--- src/rtl/conv_pkg.sv ---
// conv_pkg
// Shared definitions for the convolver column sequencer and its neighbours
// (micro_sim, Conv, bram_memory): default datapath geometry, the sequencer
// state encoding and a helper that sizes the kernel-column index.
package conv_pkg;

    localparam int DEF_NB_ADDRESS = 10;  // BRAM address width
    localparam int DEF_M_LEN      = 3;   // kernel columns
    localparam int DEF_RD_LAT     = 1;   // BRAM address-to-data latency
    localparam int DEF_WR_LAG     = 4;   // read issue to convolver result

    typedef enum logic [2:0] {
        ST_IDLE  = 3'd0,
        ST_CLEAR = 3'd1,
        ST_KLOAD = 3'd2,
        ST_RUN   = 3'd3,
        ST_DRAIN = 3'd4,
        ST_DONE  = 3'd5
    } seq_state_t;

    // A single kernel column still needs a one-bit index port.
    function automatic int kcol_width(input int m_len);
        return (m_len > 1) ? $clog2(m_len) : 1;
    endfunction

endpackage

--- src/rtl/conv_sequencer_if.sv ---
// conv_sequencer_if
// Handshake and datapath-control bundle between the micro's GPIO register
// (master) and the column sequencer (slave).
//   i_start, i_hold, i_img_len : micro -> sequencer
//   o_conv_rst, o_k_i, o_valid, o_kcol : sequencer -> convolver
//   o_rd_addr, o_wr_addr, o_wr_en      : sequencer -> BRAMs
//   o_busy, o_done                     : sequencer -> micro status
interface conv_sequencer_if #(
    parameter int NB_ADDRESS = conv_pkg::DEF_NB_ADDRESS,
    parameter int KCOL_W     = conv_pkg::kcol_width(conv_pkg::DEF_M_LEN)
);
    logic                  i_start;
    logic                  i_hold;
    logic [NB_ADDRESS-1:0] i_img_len;
    logic                  o_conv_rst;
    logic                  o_k_i;
    logic                  o_valid;
    logic [KCOL_W-1:0]     o_kcol;
    logic [NB_ADDRESS-1:0] o_rd_addr;
    logic [NB_ADDRESS-1:0] o_wr_addr;
    logic                  o_wr_en;
    logic                  o_busy;
    logic                  o_done;

    modport master (
        output i_start, i_hold, i_img_len,
        input  o_conv_rst, o_k_i, o_valid, o_kcol,
        input  o_rd_addr, o_wr_addr, o_wr_en, o_busy, o_done
    );

    modport slave (
        input  i_start, i_hold, i_img_len,
        output o_conv_rst, o_k_i, o_valid, o_kcol,
        output o_rd_addr, o_wr_addr, o_wr_en, o_busy, o_done
    );
endinterface

--- src/rtl/seq_delay_line.sv ---
// seq_delay_line
// Bit-wide shift register carrying the read-issue flag down the pipeline.
//   CLK100MHZ : clock
//   rst       : synchronous active-high clear of every stage
//   din       : flag entering the line this cycle
//   taps      : taps[k] is din delayed by k+1 cycles
module seq_delay_line #(
    parameter int DEPTH = 4
) (
    input  logic             CLK100MHZ,
    input  logic             rst,
    input  logic             din,
    output logic [DEPTH-1:0] taps
);
    logic [DEPTH-1:0] line_reg;
    logic [DEPTH-1:0] line_next;

    assign line_next[0] = din;
    generate
        for (genvar gi = 1; gi < DEPTH; gi++) begin : g_stage
            assign line_next[gi] = line_reg[gi-1];
        end
    endgenerate

    always_ff @(posedge CLK100MHZ) begin
        if (rst) begin
            line_reg <= '0;
        end else begin
            line_reg <= line_next;
        end
    end

    assign taps = line_reg;
endmodule

--- src/rtl/conv_sequencer.sv ---
// conv_sequencer
// Autonomous controller for the convolver + three-BRAM column datapath:
// clears the convolver, optionally loads the kernel columns, streams image
// columns out of the BRAMs and writes results back WR_LAG cycles later.
//   CLK100MHZ : clock
//   i_reset   : synchronous active-high reset
//   bus       : conv_sequencer_if slave (start/hold/length in, convolver
//               and BRAM controls plus busy/done out); all outputs registered
// Build option: CONV_SEQ_KLOAD_EN defined adds the kernel-load phase (with
// a convolver reset in CLEAR); undefined, the kernel is taken as resident
// and CLEAR goes straight to RUN.
// WR_LAG must be at least RD_LAT+1.
module conv_sequencer
    import conv_pkg::*;
#(
    parameter int NB_ADDRESS = DEF_NB_ADDRESS,
    parameter int M_LEN      = DEF_M_LEN,
    parameter int RD_LAT     = DEF_RD_LAT,
    parameter int WR_LAG     = DEF_WR_LAG,
    parameter int KCOL_W     = kcol_width(M_LEN)
) (
    input  logic           CLK100MHZ,
    input  logic           i_reset,
    conv_sequencer_if.slave bus
);
    seq_state_t            state_reg, state_next;
    logic [NB_ADDRESS-1:0] len_q_reg, len_q_next;
    logic [NB_ADDRESS-1:0] rd_addr_reg, rd_addr_next;
    logic [NB_ADDRESS-1:0] wr_addr_reg, wr_addr_next;
    logic                  conv_rst_reg, k_i_reg, valid_reg, busy_reg, done_reg;
    logic                  issue;
    logic                  valid_pre;
    logic                  line_drained;
    logic [WR_LAG-1:0]     taps;

    seq_delay_line #(.DEPTH(WR_LAG)) u_delay (
        .CLK100MHZ (CLK100MHZ),
        .rst       (i_reset),
        .din       (issue),
        .taps      (taps)
    );

    // o_valid is registered, so it is fed from one stage before RD_LAT.
    generate
        if (RD_LAT == 1) begin : g_valid_direct
            assign valid_pre = issue;
        end else begin : g_valid_tap
            assign valid_pre = taps[RD_LAT-2];
        end
    endgenerate

    // Only DRAIN consults this; with no new issue, the line is empty next
    // cycle once every stage before the write tap is clear.
    assign line_drained = ~|taps[WR_LAG-2:0];

`ifdef CONV_SEQ_KLOAD_EN
    logic [KCOL_W-1:0] kcnt_reg, kcnt_next;
`endif

    always_comb begin
        state_next   = state_reg;
        len_q_next   = len_q_reg;
        rd_addr_next = rd_addr_reg;
        wr_addr_next = wr_addr_reg;
        issue        = 1'b0;
`ifdef CONV_SEQ_KLOAD_EN
        kcnt_next    = '0;
`endif
        if (taps[WR_LAG-1]) begin
            wr_addr_next = wr_addr_reg + NB_ADDRESS'(1);
        end
        case (state_reg)
            ST_IDLE: begin
                if (bus.i_start) begin
                    len_q_next = bus.i_img_len;
                    state_next = ST_CLEAR;
                end
            end
            ST_CLEAR: begin
                rd_addr_next = '0;
                wr_addr_next = '0;
`ifdef CONV_SEQ_KLOAD_EN
                state_next   = ST_KLOAD;
`else
                state_next   = (len_q_reg == '0) ? ST_DONE : ST_RUN;
`endif
            end
`ifdef CONV_SEQ_KLOAD_EN
            ST_KLOAD: begin
                if (kcnt_reg == KCOL_W'(M_LEN - 1)) begin
                    state_next = (len_q_reg == '0) ? ST_DONE : ST_RUN;
                end else begin
                    kcnt_next = kcnt_reg + KCOL_W'(1);
                end
            end
`endif
            ST_RUN: begin
                if (!bus.i_hold) begin
                    issue        = 1'b1;
                    rd_addr_next = rd_addr_reg + NB_ADDRESS'(1);
                    if (rd_addr_reg == len_q_reg - NB_ADDRESS'(1)) begin
                        state_next = ST_DRAIN;
                    end
                end
            end
            ST_DRAIN: begin
                if (line_drained) begin
                    state_next = ST_DONE;
                end
            end
            ST_DONE: begin
                if (!bus.i_start) begin
                    state_next = ST_IDLE;
                end
            end
            default: state_next = ST_IDLE;
        endcase
    end

    // Outputs are registered from the next state so they line up with the
    // state they describe.
    always_ff @(posedge CLK100MHZ) begin
        if (i_reset) begin
            state_reg    <= ST_IDLE;
            len_q_reg    <= '0;
            rd_addr_reg  <= '0;
            wr_addr_reg  <= '0;
            conv_rst_reg <= 1'b0;
            k_i_reg      <= 1'b0;
            valid_reg    <= 1'b0;
            busy_reg     <= 1'b0;
            done_reg     <= 1'b0;
        end else begin
            state_reg    <= state_next;
            len_q_reg    <= len_q_next;
            rd_addr_reg  <= rd_addr_next;
            wr_addr_reg  <= wr_addr_next;
`ifdef CONV_SEQ_KLOAD_EN
            conv_rst_reg <= (state_next == ST_CLEAR);
            k_i_reg      <= (state_next == ST_RUN) || (state_next == ST_DRAIN);
            valid_reg    <= (state_next == ST_KLOAD) || valid_pre;
`else
            conv_rst_reg <= 1'b0;
            k_i_reg      <= (state_next != ST_IDLE);
            valid_reg    <= valid_pre;
`endif
            busy_reg     <= (state_next != ST_IDLE) && (state_next != ST_DONE);
            done_reg     <= (state_next == ST_DONE);
        end
    end

`ifdef CONV_SEQ_KLOAD_EN
    always_ff @(posedge CLK100MHZ) begin
        if (i_reset) begin
            kcnt_reg <= '0;
        end else begin
            kcnt_reg <= kcnt_next;
        end
    end
    assign bus.o_kcol = kcnt_reg;
`else
    assign bus.o_kcol = '0;
`endif

    assign bus.o_conv_rst = conv_rst_reg;
    assign bus.o_k_i      = k_i_reg;
    assign bus.o_valid    = valid_reg;
    assign bus.o_rd_addr  = rd_addr_reg;
    assign bus.o_wr_addr  = wr_addr_reg;
    assign bus.o_wr_en    = taps[WR_LAG-1];
    assign bus.o_busy     = busy_reg;
    assign bus.o_done     = done_reg;
endmodule

--- src/flat_wrapper.sv ---
// flat-port wrapper written by rule: the top's interface ports become plain ports
module conv_sequencer_flat import conv_pkg::*;
#(
    parameter int NB_ADDRESS = DEF_NB_ADDRESS,
    parameter int M_LEN      = DEF_M_LEN,
    parameter int RD_LAT     = DEF_RD_LAT,
    parameter int WR_LAG     = DEF_WR_LAG,
    parameter int KCOL_W     = kcol_width(M_LEN)
)
  (CLK100MHZ, i_reset, bus_i_start, bus_i_hold, bus_i_img_len, bus_o_conv_rst, bus_o_k_i, bus_o_valid, bus_o_kcol, bus_o_rd_addr, bus_o_wr_addr, bus_o_wr_en, bus_o_busy, bus_o_done);
  conv_sequencer_if #(.NB_ADDRESS(NB_ADDRESS), .KCOL_W(KCOL_W)) bus_i ();
  input  logic CLK100MHZ;
  input  logic i_reset;
  input wire logic [$bits(bus_i.i_start)-1:0] bus_i_start;
  input wire logic [$bits(bus_i.i_hold)-1:0] bus_i_hold;
  input wire logic [$bits(bus_i.i_img_len)-1:0] bus_i_img_len;
  output wire logic [$bits(bus_i.o_conv_rst)-1:0] bus_o_conv_rst;
  output wire logic [$bits(bus_i.o_k_i)-1:0] bus_o_k_i;
  output wire logic [$bits(bus_i.o_valid)-1:0] bus_o_valid;
  output wire logic [$bits(bus_i.o_kcol)-1:0] bus_o_kcol;
  output wire logic [$bits(bus_i.o_rd_addr)-1:0] bus_o_rd_addr;
  output wire logic [$bits(bus_i.o_wr_addr)-1:0] bus_o_wr_addr;
  output wire logic [$bits(bus_i.o_wr_en)-1:0] bus_o_wr_en;
  output wire logic [$bits(bus_i.o_busy)-1:0] bus_o_busy;
  output wire logic [$bits(bus_i.o_done)-1:0] bus_o_done;
  assign bus_i.i_start = bus_i_start;
  assign bus_i.i_hold = bus_i_hold;
  assign bus_i.i_img_len = bus_i_img_len;
  assign bus_o_conv_rst = bus_i.o_conv_rst;
  assign bus_o_k_i = bus_i.o_k_i;
  assign bus_o_valid = bus_i.o_valid;
  assign bus_o_kcol = bus_i.o_kcol;
  assign bus_o_rd_addr = bus_i.o_rd_addr;
  assign bus_o_wr_addr = bus_i.o_wr_addr;
  assign bus_o_wr_en = bus_i.o_wr_en;
  assign bus_o_busy = bus_i.o_busy;
  assign bus_o_done = bus_i.o_done;
  conv_sequencer #(.NB_ADDRESS(NB_ADDRESS), .M_LEN(M_LEN), .RD_LAT(RD_LAT), .WR_LAG(WR_LAG), .KCOL_W(KCOL_W)) u_core (.CLK100MHZ(CLK100MHZ), .i_reset(i_reset), .bus(bus_i));
endmodule
--- config.mk ---
export PLATFORM = sky130hd
export DESIGN_NAME = conv_sequencer_flat
export DESIGN_NICKNAME = d
export VERILOG_FILES = /design/src/rtl/conv_pkg.sv /design/src/rtl/conv_sequencer_if.sv /design/src/rtl/seq_delay_line.sv /design/src/rtl/conv_sequencer.sv /design/src/flat_wrapper.sv
export SDC_FILE = /design/constraint.sdc
export NUM_CORES = 1
export LEC_CHECK = 0
export CAP_MARGIN = 0
export CORE_AREA = 4 4 73 75
export CTS_CLUSTER_DIAMETER = 40
export CTS_CLUSTER_SIZE = 12
export DETAILED_ROUTE_END_ITERATION = 16
export DIE_AREA = 0 0 77 79
export GPL_ROUTABILITY_DRIVEN = 0
export HOLD_SLACK_MARGIN = 0.03
export PLACE_DENSITY = 0.7
export SETUP_SLACK_MARGIN = 0.3
export SLEW_MARGIN = 30
export SYNTH_ARGS = -nofsm -noshare
export SYNTH_HDL_FRONTEND = slang
export SYNTH_HIERARCHICAL = 1
export SYNTH_SLANG_ARGS = --single-unit
export TNS_END_PERCENT = 10
--- constraint.sdc ---
create_clock -name CLK100MHZ -period 3.4 [get_ports CLK100MHZ]
set_input_delay 0.68 -clock CLK100MHZ [delete_from_list [all_inputs] [get_ports CLK100MHZ]]
set_output_delay 0.68 -clock CLK100MHZ [all_outputs]
set_load 0.05 [all_outputs]
# Yosys cells after proc, flatten, opt, wreduce, memory -nomap -nowiden
# Index checks and enable logic that the tools add are counted.
classes:
  n_addsub: 3
  n_mul: 0
  div: 0
  magnitude_cmp: 0
  n_eq_ne: 8
  shifts: 0
  n_mux: 11
  bitwise_logic: 0
  reduce_logical: 9
op_table:
  columns: ["cell", "n"]
  rows:
  - ["$add A10 B1 Y10 const B", 2]
  - ["$pmux W10 S2", 1]
  - ["$mux W3", 6]
  - ["$pmux W3 S5", 1]
  - ["$eq A10 B10 Y1", 1]
  - ["$logic_not A10 Y1", 1]
  - ["$mux W10", 1]
  - ["$sub A10 B1 Y10 const B", 1]
  - ["$eq A3 B3 Y1 const B", 3]
  - ["$reduce_and A2 Y1", 2]
  - ["$eq A3 B1 Y1 const B", 1]
  - ["$eq A3 B2 Y1 const B", 1]
  - ["$logic_not A3 Y1", 1]
  - ["$ne A3 B3 Y1 const B", 1]
  - ["$reduce_bool A3 Y1", 1]
  - ["$reduce_or A3 Y1", 1]
  - ["$mux W1", 2]
  - ["$ne A2 B2 Y1 const B", 1]
  - ["$reduce_bool A2 Y1", 1]
  - ["$reduce_or A2 Y1", 1]
  - ["$logic_and A1 B1 Y1", 1]
totals:
  regBits: 41
  latch_bits: 0
  ram_bits: 0
  romBits: 0
  in_bits: 14
  out_inout_bits: 28
  elab_cells: 40
  n_memories: 0

# Longest topological paths before layout
logic_depth:
  word_depth: 7
  mapped_depth: 10
  depth_no_buf: 8

# By module
# The synthesis kept the hierarchy.
modules_own_cells:
  columns: ["module", "n_inst", "cells_per_inst", "area_per_inst_um2", "seq_area_each_um2"]
  rows:
  - ["conv_sequencer", 1, 242, 1965.6, 740.7]
  - ["seq_delay_line", 1, 8, 105.1, 80.1]

# Worst setup path after synthesis
# OpenSTA, ideal clock, no wires.
synth_timing:
  path_type: "register -> register"
  start: "register u_core.len_q_reg[0]"
  end: "register u_core.state_reg[1]"
  setup_ns: 0.103
  t_arrival_ns: 2.148
  path_slack_ns: 1.149
  path_stages_with_launch: 11
  n_path_buf: 2
  synth_period_minus_slack_ns: 2.251
  cell_sequence: "dfxtp_1 > clkbuf_1 > inv_1 > ha_1 > buf_2 > nor4b_2 > nand2_1 > xnor2_1 > a311o_1 > o211a_1 > a2111oi_2"
synth_between:
  elab_chain_cells: 5
synth_rtl:
  columns: ["item", "line_no", "text"]
  rows:
  - ["start: declaration", "conv_sequencer.sv:27", "logic [NB_ADDRESS-1:0] len_q_reg, len_q_next;"]
  - ["start signal: assignment", "conv_sequencer.sv:135", "len_q_reg <= len_q_next;"]
  - ["$sub A10 B1 Y10", "conv_sequencer.sv:101", "if (rd_addr_reg == len_q_reg - NB_ADDRESS'(1)) begin"]
  - ["$eq A10 B10 Y1", "conv_sequencer.sv:101", null]
  - ["$mux W3", "conv_sequencer.sv:101", null]
  - ["$mux W3", "conv_sequencer.sv:98", "if (!bus.i_hold) begin"]
  - ["$pmux W3 S5 *", "conv_sequencer.sv:72", "case (state_reg)"]
  - ["end signal: assignment", "conv_sequencer.sv:134", "state_reg <= state_next;"]
  - ["end: declaration", "conv_sequencer.sv:26", "seq_state_t state_reg, state_next;"]
# Every way passes the cells marked *; elsewhere a longest branch is shown, timed or not.
# A chain may end at the register's enable or synchronous reset.

# Worst setup path after layout
# Same ends and word-level chain as after synthesis.

==> qor.json <==
{
  "run_status": {
    "status": "complete, no violations"
  },
  "global_routing": {
    "grt_pass1_vias": 1697,
    "grtUsageTotal_pct": 15.5,
    "congestion_overflow_gr": 0,
    "grt_antenna_before_repair": 0,
    "wire_length_of_the_first_global_routing_pass_um": 7720,
    "grt_start_max_net_pins": 26
  },
  "sta": {
    "max_slew_margin_pct": 53.1,
    "final-max-slew-violation-count": 0,
    "hold_viol": 0,
    "timing.final.crit_share_pct": 70.1,
    "setup_tns_ns": 0,
    "grt_setup_unrepaired": "no",
    "worst_clock_skew_ns": 0.00669,
    "timing.final.crit_period_ns": 2.38,
    "worst_max_slew_pin_slew_ns": 0.703,
    "finalSetupViolations": 0,
    "fmax_mhz": 419
  },
  "layout": {
    "layout-drive-gt1-share_pct": 6.34,
    "area_growth_pct": 25.6,
    "fillers": 449,
    "finalNetCount": 300,
    "insertedDiodeCount": 0
  },
  "routing": {
    "drt_first_iter_violations": 71,
    "drt-wirelength-per-cell_um": 13.6,
    "post_detailed_route_drc_marker_count": 0,
    "vias_per_cell": 5.46,
    "dr_total_vias": 1846,
    "ant_nets": 0,
    "firstDrtPassIters": 4,
    "wl_um": 4590
  },
  "clock_tree": {
    "cts_made_buffers": 5,
    "tritoncts_clock_tree": "done",
    "cts.reportedPaths.clkPinSlew_ns": 0.09,
    "root_buffer": "clkbuf_8",
    "cts-root-to-sink-buffers": 2,
    "htree_levels": 2,
    "holdBufCountCts": 0,
    "cts-resized-gates": 0,
    "clock_insertion_delay_worst_skew_ns": 0.29,
    "clkSinkCount": 41,
    "post-cts-setup-buffer-count": 0
  },
  "yosys": {
    "post_synth_inst_count": 250,
    "yosysSeqAreaShare_pct": 39.6,
    "synth_top_cell_area_share_pct": 39.6,
    "syn_area_per_cell_um2": 8.28,
    "synth_most_common_cell": "dfxtp_1",
    "synthTopCellsByArea": "dfxtp_1, xor2_1, nand2_1, a21oi_1, nor2_1",
    "synth_async_sr_flop_share_pct": 0,
    "synth_cell_types": 46,
    "yosys-top-cells-count": "dfxtp_1, nand2_1, a21oi_1, nor2_1, xor2_1",
    "synthDominantAreaCellType": "dfxtp_1",
    "post_synth_instance_area_mm2": 0.00207,
    "synth_seq_cells": 41,
    "number_of_enable_flip_flop_cells_after_synthesis": 0,
    "synth-main-ff-cell": "dfxtp_1",
    "yosysWarnings": 6
  },
  "critical_path": {
    "critical_path.startpoint_type": "flop",
    "max_incr_delay_on_cp_ns": 0.39,
    "worst-setup-path-type": "reg2reg",
    "critical_path.max_fanout": 8,
    "crit_slowest_cell": "dfxtp_1",
    "worst_ep_arrival_time_ns": 2.58,
    "worst_setup_path_end_kind": "flop",
    "critical_path_required_ns": 3.60,
    "path_cells": "inv_1, ha_1, nor4b_2, nand2_1, xnor2_1, a311o_1, o211a_1, a2111oi_2"
  },
  "floorplanning": {
    "die_height_um": 79,
    "row_count": 25,
    "core-area_mm2": 0.00466,
    "die_ar_mm2": 0.00608,
    "initial_utilization_pct": 44.4,
    "die_width_um": 77,
    "design.portCount": 42
  },
  "power": {
    "combPwrFrac_pct": 26.0,
    "clockPowerShare_pct": 33.9,
    "power.sequential.fraction_pct": 40.1,
    "totalPowerFinal_mw": 1.40,
    "power.internal_mw": 0.961,
    "p_sw_share_pct": 31.3,
    "p_switching_mw": 0.437,
    "ir_drop_mv": 0.197,
    "cellLeakagePower_nw": 0.955,
    "cellPowerDensity_mw_per_mm2": 538
  },
  "placement": {
    "port_buffers": 38,
    "dp_hpwl_um": 3440
  },
  "run": {
    "max-cap-violations": 0
  },
  "hold_path": {
    "hp-class": "reg2reg"
  }
}
metrics by stage:
| stage | setup slack [ns] | instance area (µm²) | cells | util, % | hold slack, ns |
|---|---|---|---|---|---|
| 4_1_cts | 1.00 | 2600 | 338 | 55.8 | 0.470 |
| 2_1_floorplan | 1.15 | 2080 | 252 | - | 0.438 |
| 3_5_place_dp | 1.04 | 2460 | 330 | 52.8 | 0.458 |
| 6_report | 1.02 | 2600 | 338 | 55.8 | 0.470 |
| 5_1_grt | 0.826 | 2600 | 338 | 55.8 | 0.477 |
| 3_3_place_gp | 1.02 | 2460 | 330 | 52.8 | 0.448 |
path summary, 6_finish.rpt:
| check | startpoint | end | slack, ns | depth (start not counted) |
|---|---|---|---|---|
| worst max-delay path | u_core/len_q_reg[0]$_SDFFE_PP0P_ | u_core/state_reg[1]$_SDFF_PP0_ | 1.02 | 8 |
| worst min register to register | u_core/u_delay/taps[1]$_SDFF_PP0_ | u_core/u_delay/taps[2]$_SDFF_PP0_ | 0.47 | 1 |
| worst max register to register | u_core/len_q_reg[0]$_SDFFE_PP0P_ | u_core/state_reg[1]$_SDFF_PP0_ | 1.02 | 8 |
| worst min-delay path | u_core/u_delay/taps[1]$_SDFF_PP0_ | u_core/u_delay/taps[2]$_SDFF_PP0_ | 0.47 | 1 |
worst max-delay path, delay by kind of cell (launching register included):
kind / cells / cell delay, ns
flip-flops: 1 / 0.39
buffers and inverters: 1 / 0.08
AO/OA/AOI/OAI: 3 / 0.84
AND/OR/NAND/NOR: 2 / 0.51
XOR/XNOR: 1 / 0.17
adder cells (fa/ha/maj): 1 / 0.30
per-layer routing:
layer / GRT usage, % / wire length [µm]
met2: 26.7 / 2260
met3: 3.63 / 220
met4: 5.52 / 38
met5: 0 / 0
met1: 19.1 / 2070
area by class of cell:
cell class / count / area (µm²) / share of cell area (%)
clock buffers: 5 / 68.8 / 2.65
clock inverters: 3 / 68.8 / 2.65
inverters: 9 / 33.8 / 1.30
multi-input cells: 186 / 1140 / 44.0
flip-flops and latches: 41 / 821 / 31.6
well taps: 54 / 67.6 / 2.60
repair buffers: 40 / 395 / 15.2
kinds of logic after synthesis:
| logic type | Yosys count | share of synthesized area, % |
|---|---|---|
| and+or+nand+nor | 104 | 25.0 |
| AOI/OAI and AO/OA | 48 | 15.7 |
| DFF | 41 | 39.6 |
| xor gates and xnor gates | 25 | 10.6 |
| buffers and inverters | 25 | 5.62 |
| adders and majority gates | 3 | 1.81 |
| muxes | 3 | 1.45 |
| other | 1 | 0.181 |
cells in the final DEF (no fill, tap or decap), types with 2 or more instances in the layout:
master,n
mux2i_1,3
nand2_1,35
nor2_1,22
ha_1,3
conb_1,3
xnor2_1,8
inv_1,9
a211oi_1,4
a21oi_1,22
nor2b_1,6
nand4_1,9
xor2_1,17
or3_1,7
nand3_1,3
nor3_1,11
nor4_1,3
clkbuf_8,5
o21ai_0,7
buf_4,2
bufinv_16,2
dfxtp_1,41
clkdlybuf4s50_1,38
power by group through the flow:
stage	logic [mW]	clock network (mW)	registers (mW)
detailed placement	0.361	0	0.572
global route	0.396	0.508	0.568
finish	0.363	0.474	0.561
floorplan	0.277	0	0.572
CTS	0.363	0.482	0.561
global placement	0.354	0	0.570
No activity file was read; power rests on OpenSTA's default activity.
